--- src/rtl/ifu_spill_pkg.sv ---
// Shared fetch-unit configuration and the halfword-spill state encoding.
package ifu_spill_pkg;

  // Core configuration: datapath width, reset PC, compressed-ISA support.
  localparam int                    CFG_XLEN          = 64;
  localparam logic [CFG_XLEN-1:0]   CFG_RESET_VECTOR  = 64'h0000_0000_8000_0000;
  localparam bit                    CFG_ZCA_SUPPORTED = 1'b1;

  // READY: one ROM read delivers a whole instruction.
  // SPILL: the low half is parked, waiting for the upper half from PC+2.
  typedef enum logic {
    READY = 1'b0,
    SPILL = 1'b1
  } spill_state_e;

endpackage

--- src/rtl/ifu_spill_flopenr.sv ---
// Enabled flop with synchronous active-high reset to a fixed value.
module ifu_spill_flopenr #(
  parameter int               WIDTH       = 8,
  parameter logic [WIDTH-1:0] RESET_VALUE = '0
) (
  input  logic             clk,
  input  logic             reset,
  input  logic             en,
  input  logic [WIDTH-1:0] d,
  output logic [WIDTH-1:0] q
);

  // Reset wins over enable; otherwise load d only when enabled.
  always_ff @(posedge clk) begin
    // NOTE: clocked state uses non-blocking assignment so every flop samples
    // pre-edge values regardless of process evaluation order.
    if (reset)   q <= RESET_VALUE;
    else if (en) q <= d;
  end

endmodule

--- src/rtl/ifu_spill.sv ---
// Fetch PC register plus halfword-spill sequencer. A 32-bit instruction that
// starts on a halfword boundary is fetched in two ROM reads; the first half is
// parked and a merged instruction is presented with the original PC.
module ifu_spill
  import ifu_spill_pkg::*;
#(
  parameter int              XLEN          = CFG_XLEN,
  parameter logic [XLEN-1:0] RESET_VECTOR  = CFG_RESET_VECTOR,
  parameter bit              ZCA_SUPPORTED = CFG_ZCA_SUPPORTED
) (
  input  logic            clk,
  input  logic            reset,
  input  logic            StallF,
  input  logic            FlushF,
  input  logic [XLEN-1:0] PCNextF,
  input  logic [31:0]     IROMInstrF,
  output logic [XLEN-1:0] PCSpillNextF,
  output logic            IROMce,
  output logic [XLEN-1:0] PCF,
  output logic [XLEN-1:0] PCSpillF,
  output logic [31:0]     InstrF,
  output logic            CompressedF,
  output logic            SpillStallF
);

  spill_state_e    state_q, state_d;
  logic [XLEN-1:0] pc_plus2;
  logic            zca_en;
  logic            spill_det;
  logic            capture;
  logic [15:0]     half_q;
  logic [XLEN-1:0] saved_pc_q;

  // The ROM is only enabled when fetch advances; a stalled ROM keeps its data.
  assign IROMce   = ~StallF;
  assign pc_plus2 = PCF + XLEN'(2);
  assign zca_en   = ZCA_SUPPORTED;

  // A spill is a non-compressed instruction starting at PC[1]=1. A flush
  // suppresses detection so the redirect target goes straight to the ROM.
  assign spill_det = zca_en & PCF[1] & (IROMInstrF[1:0] == 2'b11) & ~FlushF;

  // Park the first half only when fetch actually advances to PC+2.
  assign capture = (state_q == READY) & spill_det & ~StallF;

  // State register.
  always_ff @(posedge clk) begin
    if (reset) state_q <= READY;
    else       state_q <= state_d;
  end

  // Next-state: enter SPILL on a captured spill, leave once fetch advances.
  always_comb begin
    state_d = state_q;
    unique case (state_q)
      READY: if (capture) state_d = SPILL;
      SPILL: if (~StallF) state_d = READY;
    endcase
  end

  // Outputs: ROM address, merged instruction and its PC, hazard request.
  always_comb begin
    // NOTE: every output gets a default before the case so no path through
    // this block can leave a value unassigned and infer a latch.
    PCSpillNextF = PCNextF;
    SpillStallF  = 1'b0;
    InstrF       = IROMInstrF;
    PCSpillF     = PCF;
    unique case (state_q)
      READY: begin
        PCSpillNextF = spill_det ? pc_plus2 : PCNextF;
        SpillStallF  = spill_det;
      end
      SPILL: begin
        InstrF   = {IROMInstrF[15:0], half_q};
        PCSpillF = saved_pc_q;
      end
    endcase
  end

  assign CompressedF = (InstrF[1:0] != 2'b11);

  // Fetch PC: follows the ROM address whenever fetch is not stalled.
  ifu_spill_flopenr #(.WIDTH(XLEN), .RESET_VALUE(RESET_VECTOR)) u_pcf (
    .clk   (clk),
    .reset (reset),
    .en    (~StallF),
    .d     (PCSpillNextF),
    .q     (PCF)
  );

  // First half of a spilled instruction.
  ifu_spill_flopenr #(.WIDTH(16), .RESET_VALUE(16'h0)) u_half (
    .clk   (clk),
    .reset (reset),
    .en    (capture),
    .d     (IROMInstrF[15:0]),
    .q     (half_q)
  );

  // PC of the spilled instruction, reported while the upper half arrives.
  ifu_spill_flopenr #(.WIDTH(XLEN), .RESET_VALUE(RESET_VECTOR)) u_saved_pc (
    .clk   (clk),
    .reset (reset),
    .en    (capture),
    .d     (PCF),
    .q     (saved_pc_q)
  );

endmodule
--- config.mk ---
export PLATFORM = sky130hd
export DESIGN_NAME = ifu_spill
export DESIGN_NICKNAME = d
export VERILOG_FILES = /design/src/rtl/ifu_spill_pkg.sv /design/src/rtl/ifu_spill_flopenr.sv /design/src/rtl/ifu_spill.sv
export SDC_FILE = /design/constraint.sdc
export NUM_CORES = 1
export LEC_CHECK = 0
export ABC_AREA = 1
export BUFFER_PORTS_ARGS = -buffer_cell sky130_fd_sc_hd__buf_2
export CAP_MARGIN = 0
export CORE_MARGIN = 2
export CORE_UTILIZATION = 55
export DETAILED_ROUTE_END_ITERATION = 8
export PLACE_DENSITY_LB_ADDON = 0.05
export SLEW_MARGIN = 20
export SYNTH_ARGS = -nofsm -noshare
export SYNTH_HDL_FRONTEND = slang
export SYNTH_SLANG_ARGS = --single-unit
--- constraint.sdc ---
create_clock -name clk -period 4.5 [get_ports clk]
set_clock_uncertainty 0.15 [all_clocks]
set_input_delay 0.225 -clock clk [delete_from_list [all_inputs] [get_ports clk]]
set_output_delay 0.225 -clock clk [all_outputs]
set_load 0.01 [all_outputs]
=== Word-level counts from Yosys, hierarchy flattened ===
Index checks and enable logic that the tools add are counted.

* Bits in registers: 145
* Bits of input ports: 100
* Output and inout bits: 227
* Logic and storage cells: 22

* $add $sub $neg: 1
* Equality and inequality tests: 2
* Muxes and demuxes: 8
* Bitwise operators: 7

{| class="wikitable"
|+ Operators with widths
! cell !! number
|-
| $mux 64 || 3
|-
| $add 64x2->64 const B || 1
|-
| $mux 32 || 1
|-
| $and 1x1->1 || 4
|-
| $mux 1 || 3
|-
| $not 1->1 || 3
|-
| $eq 2x2->1 const B || 1
|-
| $ne 2x2->1 const B || 1
|-
| $pmux 1 s2 || 1
|}

=== Logic depth before layout (Yosys ltp) ===
* Depth after elaboration: 7
* Gate-level depth with buffers: 12
* Gate-level depth less buffers: 12

=== Cells and area by module ===
Synthesis repeated with hierarchy kept, for this count alone.

* Cell total of the unflattened synthesis: 1849
* Area, all modules: 10154.7 sq um

{| class="wikitable"
|+ By module, submodules not included
! module !! times used !! cells each !! area an instance (sq um)
|-
| ifu_spill_flopenr at u_pcf ... || 2 || 404 || 2663.8
|-
| ifu_spill || 1 || 940 || 4156.5
|-
| ifu_spill_flopenr at u_half || 1 || 101 || 670.6
|}

=== Worst setup path before layout ===
Ideal clock, no wire load.

* Path kind: register to output
* From: reg u_pcf.q[1]
* To: out PCSpillNextF[17]
* Arrival time: 1.771 ns
* Data required time: 4.125 ns
* Slack: 2.354 ns
* Cell stages (with the launch flop): 10
* Buffers on the path: 0
* Path through: dfxtp_1 > ha_1 > inv_1 > nor2_2 > nand2_2 > nor2_4 > xor2_1 > nand2_1 > o21ai_0 > inv_1

* Word-level cells in the longest chain between the ends: 4
* Elaborated cells on any way between the ends: 5
* Those cells by class: 1 x add/sub; 2 x mux; 2 x bitwise

{| class="wikitable"
|+ RTL lines
! what !! RTL line !! RTL
|-
| start, declared || ifu_spill_flopenr.sv:10 || <nowiki>output logic [WIDTH-1:0] q</nowiki>
|-
| start signal, assigned || ifu_spill_flopenr.sv:17 || <nowiki>if (reset) q <= RESET_VALUE;</nowiki>
|-
| start signal, assigned || ifu_spill_flopenr.sv:18 || <nowiki>else if (en) q <= d;</nowiki>
|-
| parallel branches: the longest is 2 deep, another holds $add 64x2->64 || - ||
|-
| $mux 64 * || ifu_spill.sv:71 || <nowiki>PCSpillNextF = spill_det ? pc_plus2 : PCNextF;</nowiki>
|-
| $mux 64 * || ifu_spill.sv:69 || <nowiki>unique case (state_q)</nowiki>
|-
| end, declared || ifu_spill.sv:17 || <nowiki>output logic [XLEN-1:0] PCSpillNextF,</nowiki>
|}

Mark *: on every way between the ends.

=== Worst setup path after layout ===
* From: reg state_q
* To: out InstrF[25]

* Word-level cells in the longest chain between the ends: 1

{| class="wikitable"
|+ RTL lines
! what !! RTL line !! RTL
|-
| start, declared || ifu_spill.sv:26 || <nowiki>spill_state_e state_q, state_d;</nowiki>
|-
| start signal, assigned || ifu_spill.sv:49 || <nowiki>else state_q <= state_d;</nowiki>
|-
| $mux 32 || ifu_spill.sv:69 ||
|-
| end, declared || ifu_spill.sv:21 || <nowiki>output logic [31:0] InstrF,</nowiki>
|}

Every way passes these cells.

==> impl_results.md <==
* Post-DP Area at approximately 0.011 mm2
* Startpoint types: flop
* Commonest cells after routing, fill and taps aside: 369 x nand2_1, 326 x buf_2, 221 x o21ai_0
* First-pass detailed-route iteration total at 6
* Top Ports at 327
* Tcrit/Tclk final at between 70% and 80%
* Syn. warnings at 0
* Final hold violations at 0
* Vias in the first global route at 10500
* First-pass GRT wire length at approximately 56000 um
* HP Class: primary input to flop
* CP endpoint kind: primary output
* Max-Cap Viols at 0
* Remaining antenna violation count at 0
* Tot GR Track Use at 40.2%
* Hold Crit Start: PCNextF[45]
* Synth async-reset ratio at 0%
* Synth unique cells at 33
* Critical path class: flop to primary output
* PortBufs at ~330
* Max clock buf depth at 2
* Synth top area cells: dfxtp_1 32%, nand2_1 15%, o21ai_0 12%, a21oi_1 7.8%, inv_1 7.3%
* Avg Synthesized Cell Area at 6.07 um2
* Antenna diodes at 0
* CTS tree: done
* Post-CTS Hold Buffers at 45
* Req. time, crit path at 4.12 ns
* Hold_ws at 0.00751 ns
* Final Setup Violations at 0
* Setup TNS at 0 ns
* FF+latch count, synth at roughly 150
* Worst vdd ir at 268 uV
* Core Box Area at 0.0159 mm2
* Post-cts resize count at 0
* CP cell instances: clkinv_1 > o21ai_0 > buf_2
* CP max FO at 71
* End of the worst hold path: u_pcf.q[45]$_SDFFE_PP0N_
* RePlAce Congestion at 0.993
* Sequential area share after synthesis at 32.2%
* CP Launch Point: state_q$_SDFF_PP0_
* R2R Path End: u_saved_pc.q[48]$_SDFFE_PP0P_
* Drt wl/cell at approximately 18 um
* Area grow syn2layout at 29.1%
* Worst R2R Start: u_pcf.q[1]$_SDFFE_PP0N_
* Final Critical Period at ~3.4 ns
* CTS buffer count at 17
* Final instance area at 0.0116 mm2
* R2R cell count at 7
* Setup Fix Bufs, Post-CTS at 0
* Total die area at 0.0174 mm2
* Syn nets at 1587
* Top-area cell type share of the netlist area at between 30 and 40%
* Dpl hpwl at ~26000 um
* Later-pin clock latency in the skew report at 0.44 ns
* Pwr dens at around 290 mW/mm2
* Synth area leader: dfxtp_1
* Worst-path clk slew at 0.06 ns
* Crit path max-delay cell type: clkinv_1
* Final nets at 1904
* DRT iter0 DRCs at about 1200
* Root Driver: clkbuf_16
* Grt total ovfl at 0
* Pins Over Slew Limit at 0
* Commonest non-fill, non-tap cell in the layout: nand2_1
* Pin count of the biggest net entering global routing at ~100
* R2r setup slk at 1.65 ns
* Core Rows at 46
* RSZ-0062 raised after global routing: no
* Top delay family on crit path: buffers and inverters
* Syn Std Cell Area at 0.00901 mm2
* CTS Sinks at about 150
* Vias/cell at 5.67
* Fillcell total at 1276
* Via count at between 10000 and 15000
* Buffers & Inverters on Critical Path at 2
* DRC at 0
* Synth Instances at 1486
* Arrival @ worst endpoint at 2.98 ns
* Die H at 132 um
* Initial antenna violation count at 0
* Top FF cell, synth: dfxtp_1
* Layout cells sized above 1 at between 20 and 25%
* Hold path depth at 4
* Crit-path max cell delay at 1.01 ns
* Status: finished clean
* Number of synthesized flops with an enable pin at 0
* # H-tree levels at 4
* Final wirelength at 36400 um
* Chip width at 132 um
* Rel. slew slack at 26.8%
* Fmax at just under 300 MHz
* Starting Density at 56.5%
* Worst slew pin tran at ~1.1 ns
* LEAKAGE at 5.42 nW
stage by stage:
| stage | setup slack [ns] | std cells | total power, mW | utilization [%] |
|---|---|---|---|---|
| detailed placement | 1.73 | 1955 | 1.98 | 66.6 |
| global route | 0.922 | 2032 | 3.47 | 73.0 |
| global placement | 1.81 | 1955 | 1.97 | 66.6 |
| CTS | 1.27 | 2032 | 3.35 | 73.0 |
| finish | 1.15 | 2032 | 3.38 | 73.0 |
| floorplan | 2.35 | 1486 | 1.72 | - |
logic make-up after synthesis:
group	after synthesis	synth area share (%)
flip-flops	145	32.2
AO/OA/AOI/OAI	413	23.2
adder cells (fa/ha/maj)	1	0.139
AND/OR/NAND/NOR	656	31.9
XOR/XNOR	12	1.17
buffers and inverters	259	11.4
flip-flops by register name, indices dropped and copies added, names as in the netlist:
register / flops
u_saved_pc.q: 64
state_q: 1
u_pcf.q: 64
u_half.q: 16
synthesized netlist by cell type, types with 15 or more instances:
| cell | instances |
|---|---|
| nand3_1 | 82 |
| clkbuf_1 | 45 |
| or2_2 | 27 |
| inv_1 | 175 |
| nor2_1 | 119 |
| o21ai_0 | 221 |
| nand4_1 | 15 |
| nand2_1 | 369 |
| o21ai_1 | 43 |
| dfxtp_1 | 145 |
| buf_2 | 26 |
| a21oi_1 | 141 |
power by group:
group | total [mW] | switching, mW | internal (mW)
logic | 0.587 | 0.352 | 0.236
clock network | 1.37 | 0.612 | 0.758
registers | 1.42 | 0.0881 | 1.33
total | 3.38 | 1.05 | 2.33
tightest hold or removal path: cells and delay by family:
kind	cells	cell delay [ns]
and+or+nand+nor	2	0.15
AOI/OAI and AO/OA	1	0.11
buffers and inverters	1	0.07
how the worst max path moves through the flow:
| stage | endpoint | slack, ns | cells past startpoint |
|---|---|---|---|
| after floorplan | PCSpillNextF[17] | 2.35 | 9 |
| after global placement | PCSpillNextF[49] | 1.81 | 11 |
| after detailed placement | PCSpillF[25] | 1.73 | 3 |
| after CTS | PCSpillF[25] | 1.27 | 3 |
| final | InstrF[25] | 1.15 | 3 |
| after global routing | PCSpillF[9] | 0.92 | 3 |
metal layers:
layer | track usage (%) | wire length (um) | vias up
met4 | 19.4 | 1590 | 0
met3 | 7.69 | 3940 | 111
li1 | - | - | 5456
met1 | 51.9 | 14400 | 5202
met2 | 64.7 | 16500 | 751
met5 | 0 | 0 | -
cell type report:
| class | count | area (um2) | share of cell area (%) |
|---|---|---|---|
| Clock buffer | 20 | 467 | 4.01 |
| Tap cell | 216 | 270 | 2.32 |
| Timing Repair Buffer | 377 | 2140 | 18.4 |
| Sequential cell | 145 | 2910 | 25.0 |
| Clock inverter | 12 | 97.6 | 0.839 |
| Multi-Input combinational cell | 1082 | 5080 | 43.7 |
| Inverter | 180 | 676 | 5.81 |
(Power assumes the default switching activity.)
